File: config.mk
export PLATFORM = sky130hd
export DESIGN_NAME = jtag_shift_master
export DESIGN_NICKNAME = d
export VERILOG_FILES = /design/src/rtl/jtag_shift_master.sv
export SDC_FILE = /design/constraint.sdc
export NUM_CORES = 1
export LEC_CHECK = 0
export CAP_MARGIN = 10
export CORE_MARGIN = 4
export CORE_UTILIZATION = 40
export CTS_CLUSTER_SIZE = 8
export DETAILED_ROUTE_END_ITERATION = 8
export HOLD_SLACK_MARGIN = 0.12
export SYNTH_ARGS = -nofsm -noshare
export SYNTH_HDL_FRONTEND = slang
export SYNTH_SLANG_ARGS = --single-unit
File: constraint.sdc
create_clock -name sys_clock -period 6.6 [get_ports sys_clock]
set_clock_uncertainty 0.15 [all_clocks]
set_input_delay 0.66 -clock sys_clock [delete_from_list [all_inputs] [get_ports sys_clock]]
set_output_delay 0.66 -clock sys_clock [all_outputs]
set_load 0.01 [all_outputs]
File: src/rtl/jtag_shift_master.sv
// jtag_shift_master: command-driven JTAG master that generates TCK/TMS/TDI
// sequences for TAP reset, IR/DR shifts and idle clocks, capturing TDO.
`default_nettype none

module jtag_shift_master #(
  parameter int TCK_DIV = 2
) (
  input  logic        sys_clock,
  input  logic        sys_reset,
  input  logic        cmd_valid,
  output logic        cmd_ready,
  input  logic [1:0]  cmd_op,
  input  logic [4:0]  cmd_len,
  input  logic [31:0] cmd_data,
  output logic        rsp_valid,
  input  logic        rsp_ready,
  output logic [31:0] rsp_data,
  output logic        tck_o,
  output logic        tms_o,
  output logic        tdi_o,
  input  logic        tdo_i
);

  localparam logic [1:0] OP_RESET = 2'b00;
  localparam logic [1:0] OP_IR    = 2'b01;
  localparam logic [1:0] OP_DR    = 2'b10;
  localparam logic [1:0] OP_IDLE  = 2'b11;
  localparam logic [7:0] DIV_LAST = 8'(TCK_DIV - 1);

  typedef enum logic [1:0] {IDLE, LOW, HIGH, RESP} state_t;

  state_t      state;
  logic [1:0]  op;
  logic [5:0]  n;
  logic [31:0] data;
  logic [5:0]  bit_idx;
  logic [7:0]  div_cnt;

  // Scan ops lead in through Select-DR (and Select-IR for IR) before shifting.
  function automatic logic [5:0] prefix_len(input logic [1:0] f_op);
    return (f_op == OP_IR) ? 6'd4 : 6'd3;
  endfunction

  function automatic logic [5:0] total_bits(input logic [1:0] f_op, input logic [5:0] f_n);
    logic [5:0] t;
    case (f_op)
      OP_RESET: t = 6'd6;
      OP_IR:    t = f_n + 6'd6;
      OP_DR:    t = f_n + 6'd5;
      default:  t = f_n;
    endcase
    return t;
  endfunction

  // Returns {tms, tdi} for TCK bit k of the command.
  function automatic logic [1:0] bit_drive(input logic [1:0] f_op, input logic [5:0] f_n,
                                           input logic [31:0] f_data, input logic [5:0] k);
    logic [5:0] pre;
    logic [5:0] sidx;
    logic       tms;
    logic       tdi;
    pre  = prefix_len(f_op);
    sidx = k - pre;
    tms  = 1'b0;
    tdi  = 1'b0;
    case (f_op)
      OP_RESET: tms = (k < 6'd5);
      OP_IDLE:  tms = 1'b0;
      default: begin
        if (k < pre) begin
          tms = (k == 6'd0) || ((f_op == OP_IR) && (k == 6'd1));
        end else if (sidx < f_n) begin
          tms = (sidx == f_n - 6'd1);
          tdi = |(f_data & (32'd1 << sidx));
        end else begin
          tms = (sidx == f_n);
        end
      end
    endcase
    return {tms, tdi};
  endfunction

  logic [5:0] cmd_n;
  logic [5:0] cur_pre;
  logic [5:0] cur_sidx;
  logic       cur_shift;

  assign cmd_n     = 6'(cmd_len) + 6'd1;
  assign cur_pre   = prefix_len(op);
  assign cur_sidx  = bit_idx - cur_pre;
  assign cur_shift = ((op == OP_IR) || (op == OP_DR)) && (bit_idx >= cur_pre) && (cur_sidx < n);
  assign cmd_ready = (state == IDLE);

  always_ff @(posedge sys_clock or posedge sys_reset) begin
    if (sys_reset) begin
      state     <= IDLE;
      op        <= OP_RESET;
      n         <= 6'd0;
      data      <= 32'd0;
      bit_idx   <= 6'd0;
      div_cnt   <= 8'd0;
      tck_o     <= 1'b0;
      tms_o     <= 1'b1;
      tdi_o     <= 1'b0;
      rsp_valid <= 1'b0;
      rsp_data  <= 32'd0;
    end else begin
      case (state)
        IDLE: begin
          if (cmd_valid) begin
            op             <= cmd_op;
            n              <= cmd_n;
            data           <= cmd_data;
            bit_idx        <= 6'd0;
            div_cnt        <= 8'd0;
            {tms_o, tdi_o} <= bit_drive(cmd_op, cmd_n, cmd_data, 6'd0);
            rsp_data       <= 32'd0;
            state          <= LOW;
          end
        end
        LOW: begin
          if (div_cnt == DIV_LAST) begin
            div_cnt <= 8'd0;
            tck_o   <= 1'b1;
            state   <= HIGH;
            // TDO is captured on the very edge that raises TCK.
            if (cur_shift) begin
              rsp_data <= rsp_data | ({31'd0, tdo_i} << cur_sidx);
            end
          end else begin
            div_cnt <= div_cnt + 8'd1;
          end
        end
        HIGH: begin
          if (div_cnt == DIV_LAST) begin
            div_cnt <= 8'd0;
            tck_o   <= 1'b0;
            if (bit_idx == total_bits(op, n) - 6'd1) begin
              rsp_valid <= 1'b1;
              state     <= RESP;
            end else begin
              bit_idx        <= bit_idx + 6'd1;
              {tms_o, tdi_o} <= bit_drive(op, n, data, bit_idx + 6'd1);
              state          <= LOW;
            end
          end else begin
            div_cnt <= div_cnt + 8'd1;
          end
        end
        default: begin
          if (rsp_ready) begin
            rsp_valid <= 1'b0;
            state     <= IDLE;
          end
        end
      endcase
    end
  end

endmodule

`default_nettype wire

==> results.json <==
{
  "cp-endpoint": "tms_o",
  "area_growth_pct": 21.8,
  "critPathLaunchType": "flip-flop",
  "cap_violations": 0,
  "synth-async-reset-ratio_pct": 100,
  "drtIter0Drc": 262,
  "htreeDepth": 3,
  "die_area_sq_um": 16300,
  "final-hold-violation-count": 0,
  "dp_hpwl_um": 10300,
  "grt_pass1_vias": 4418,
  "routed_via_density": 5.49,
  "irDropWorstVdd_mv": 0.251,
  "first_pass_iters": 5,
  "fp.dieW_um": 128,
  "cp.depth": 16,
  "ys_seq_area_share_pct": 40.3,
  "relSlewSlack_pct": 33.9,
  "startpoint": "op[1]",
  "gp_congestion": 0.928,
  "synth.avg_cell_area_sq_um": 10.3,
  "critPathRequiredTime_ns": 6.74,
  "p_leak_nw": 2.96,
  "ioPinCount": 81,
  "reg2reg_from": "op[1]",
  "hp-class": "flip-flop to flip-flop",
  "setup_viol": 0,
  "die_height_um": 128,
  "ys_warn_count": 0,
  "ff2ff_path_depth": 16,
  "drc": 0,
  "finalPower_mw": 3.28,
  "core_region_area_sq_um": 13900,
  "timing.final.ws_setup_ns": 2.11,
  "final.min_clock_period_ns": 4.49,
  "final_util_pct": 50.0,
  "synth-seq-cells": 92,
  "yosysTopAreaCell": "dfrtp_1",
  "slowest_delay_ns": 0.52,
  "synth_cells": 553,
  "slew_viol_final": 0,
  "dp_slack_ns": 2.17,
  "hold_buffers": 0,
  "grt_usage_pct": 17.3,
  "whs_ns": 0.329,
  "synth_fp_nets": 637,
  "wl_per_cell_um": 16.8,
  "start_util_pct": 41.0,
  "clk_latency_ns": 0.35,
  "fmax_mhz": 223,
  "reg2reg_to": "tms_o",
  "path_common_cell": "ha_1",
  "syn_area_sq_um": 5720,
  "crit_family": "adder cells",
  "crit_type": "flip-flop to flip-flop",
  "fin_tns_setup_ns": 0,
  "cp_cell_sequence": "inv_1 > ha_1 > inv_1 > ha_1 > fa_1 > nor2b_1 > nor3_1 > xnor2_1 > ha_1 > a21oi_1 > o221ai_1 > or4_1 > nor3_1 > a31oi_1 > a31oi_1 > mux2_4",
  "grt_start_max_net_pins": 51,
  "cts_resized": 0,
  "cts_tree": "yes",
  "cp-end-kind": "flip-flop",
  "critPathMaxFanout": 11,
  "grt_overflow": 0,
  "clkTransAtPathRegs_ns": 0.06,
  "drive_gt1_share_pct": 13.4,
  "synthTopCellsByCount": "dfrtp_1 (91), nand2_1 (45), o21ai_0 (42)",
  "synth_ff_type": "dfrtp_1",
  "critPathSlowestCell": "or4_1",
  "ant_nets": 0,
  "routed_wl_um": 13600,
  "final.period_utilization_pct": 68.1,
  "ys_types": 75,
  "via_count": 4435,
  "cts_made_buffers": 9,
  "synth_top_area_share_pct": 39.8,
  "cts_buffer_depth": 2,
  "synth-edff-count": 0,
  "clock-sinks": 92,
  "power.density_nw_per_um2": 471,
  "io_buffer_count": 80,
  "n_antenna_cell": 0,
  "rsz0062_at_grt": "false",
  "ys_top_cells_by_area": "dfrtp_1 (40%), ha_1 (8.5%), mux2_2 (7.7%)",
  "antenna_found_initial": 0,
  "rows": 43,
  "yosysMostFrequentCell": "dfrtp_1",
  "cts_root_buf": "clkbuf_16",
  "postCtsSetupRepairBufs": 0,
  "crit_arrival_ns": 4.64,
  "worstPathBufferInverterCount": 2,
  "status": "finished, final reports clean",
  "final_nets": 707,
  "reg2reg_slack_ns": 2.11,
  "grt_pass1_wl_um": 22500,
  "max_slew.worst_pin.slew_ns": 0.988
}
[worst reg2reg max path: stages, from the launching register on]
cell and delay, ns:
dfrtp_1 0.41, inv_1 0.11, ha_1 0.43, inv_1 0.23
ha_1 0.27, fa_1 0.51, nor2b_1 0.18, nor3_1 0.09
xnor2_1 0.34, ha_1 0.31, a21oi_1 0.13, o221ai_1 0.16
or4_1 0.52, nor3_1 0.16, a31oi_1 0.11, a31oi_1 0.16
mux2_4 0.17
[report_power, final]
| group | switching [mW] | leakage, nW | internal [mW] |
|---|---|---|---|
| clock | 0.221 | 0.144 | 0.303 |
| sequential | 0.126 | 1.19 | 0.711 |
| combinational | 1.06 | 1.62 | 0.858 |
| total | 1.41 | 2.96 | 1.87 |
[registers in the layout (all words and copies together), names as in the netlist, 2 cells and up]
name      flops
div_cnt       8
data         32
bit_idx       6
op            2
n             6
state         2
rsp_data     32
[per-stage QoR]
stage,cells,instance area [sq um]
finish,808,6970
CTS,808,6970
global route,808,6970
floorplan,553,5720
global placement,792,6660
detailed placement,792,6660
[final cells by class]
| type | instances | area, sq um |
|---|---|---|
| Fill cell | 1270 | 6970 |
| Inverter | 35 | 133 |
| Tap cell | 180 | 225 |
| Clock inverter | 6 | 63.8 |
| Clock buffer | 10 | 239 |
| Sequential cell | 92 | 2300 |
| Timing Repair Buffer | 81 | 808 |
| Multi-Input combinational cell | 404 | 3190 |
[routing by layer]
metal  global-route usage, %  vias up  part of all wire [%]
li1                        -     2163                     -
met1                    23.2     2132                    45
met2                    27.6      121                    47
met3                    4.22       19                   5.6
met4                    5.74        0                   2.0
met5                       0        -                     0
[placed cells by master, fill, tap and decap left out, types with 4 or more instances in the layout]
| master | count |
|---|---|
| o21ai_0 | 42 |
| mux2_2 | 39 |
| dfrtp_1 | 91 |
| mux4_2 | 4 |
| a22o_1 | 18 |
| inv_1 | 34 |
| a22o_2 | 4 |
| nor4_1 | 4 |
| a31oi_1 | 5 |
| nand2b_1 | 9 |
| nand4_1 | 7 |
| clkdlybuf4s50_1 | 80 |
| xnor2_1 | 17 |
| ha_1 | 39 |
| nor3_1 | 10 |
| o21a_1 | 6 |
| and2_1 | 4 |
| nor2_1 | 12 |
| clkbuf_16 | 9 |
| a21oi_1 | 19 |
| nor4b_1 | 4 |
| nor2b_1 | 8 |
| xor2_1 | 12 |
| nand2_1 | 44 |
| nand3_1 | 24 |
| and3_1 | 6 |
[cells by family (layout without fill, tap and decap cells)]
kind of cell / Yosys count / count (layout) / synth area share, %
adders and majority gates: 40 / 40 / 8.88
and+or+nand+nor: 145 / 145 / 13.2
AOI/OAI and AO/OA: 138 / 138 / 17.7
xor gates and xnor gates: 33 / 33 / 5.80
muxes: 48 / 48 / 10.3
DFF: 92 / 92 / 40.3
buffers and inverters: 57 / 132 / 3.90
[worst min-delay path by stage]
| stage | from | endpoint | slack [ns] | cells past startpoint |
|---|---|---|---|---|
| global route | rsp_data[2] | rsp_data[2] | 0.35 | 2 |
| detailed placement | rsp_data[2] | rsp_data[2] | 0.32 | 2 |
| global placement | rsp_data[16] | rsp_data[16] | 0.31 | 2 |
| CTS | rsp_data[2] | rsp_data[2] | 0.34 | 2 |
| finish | rsp_data[10] | rsp_data[10] | 0.33 | 2 |
| floorplan | data[22] | data[22] | 0.32 | 1 |
No activity file was read; power rests on OpenSTA's default activity.
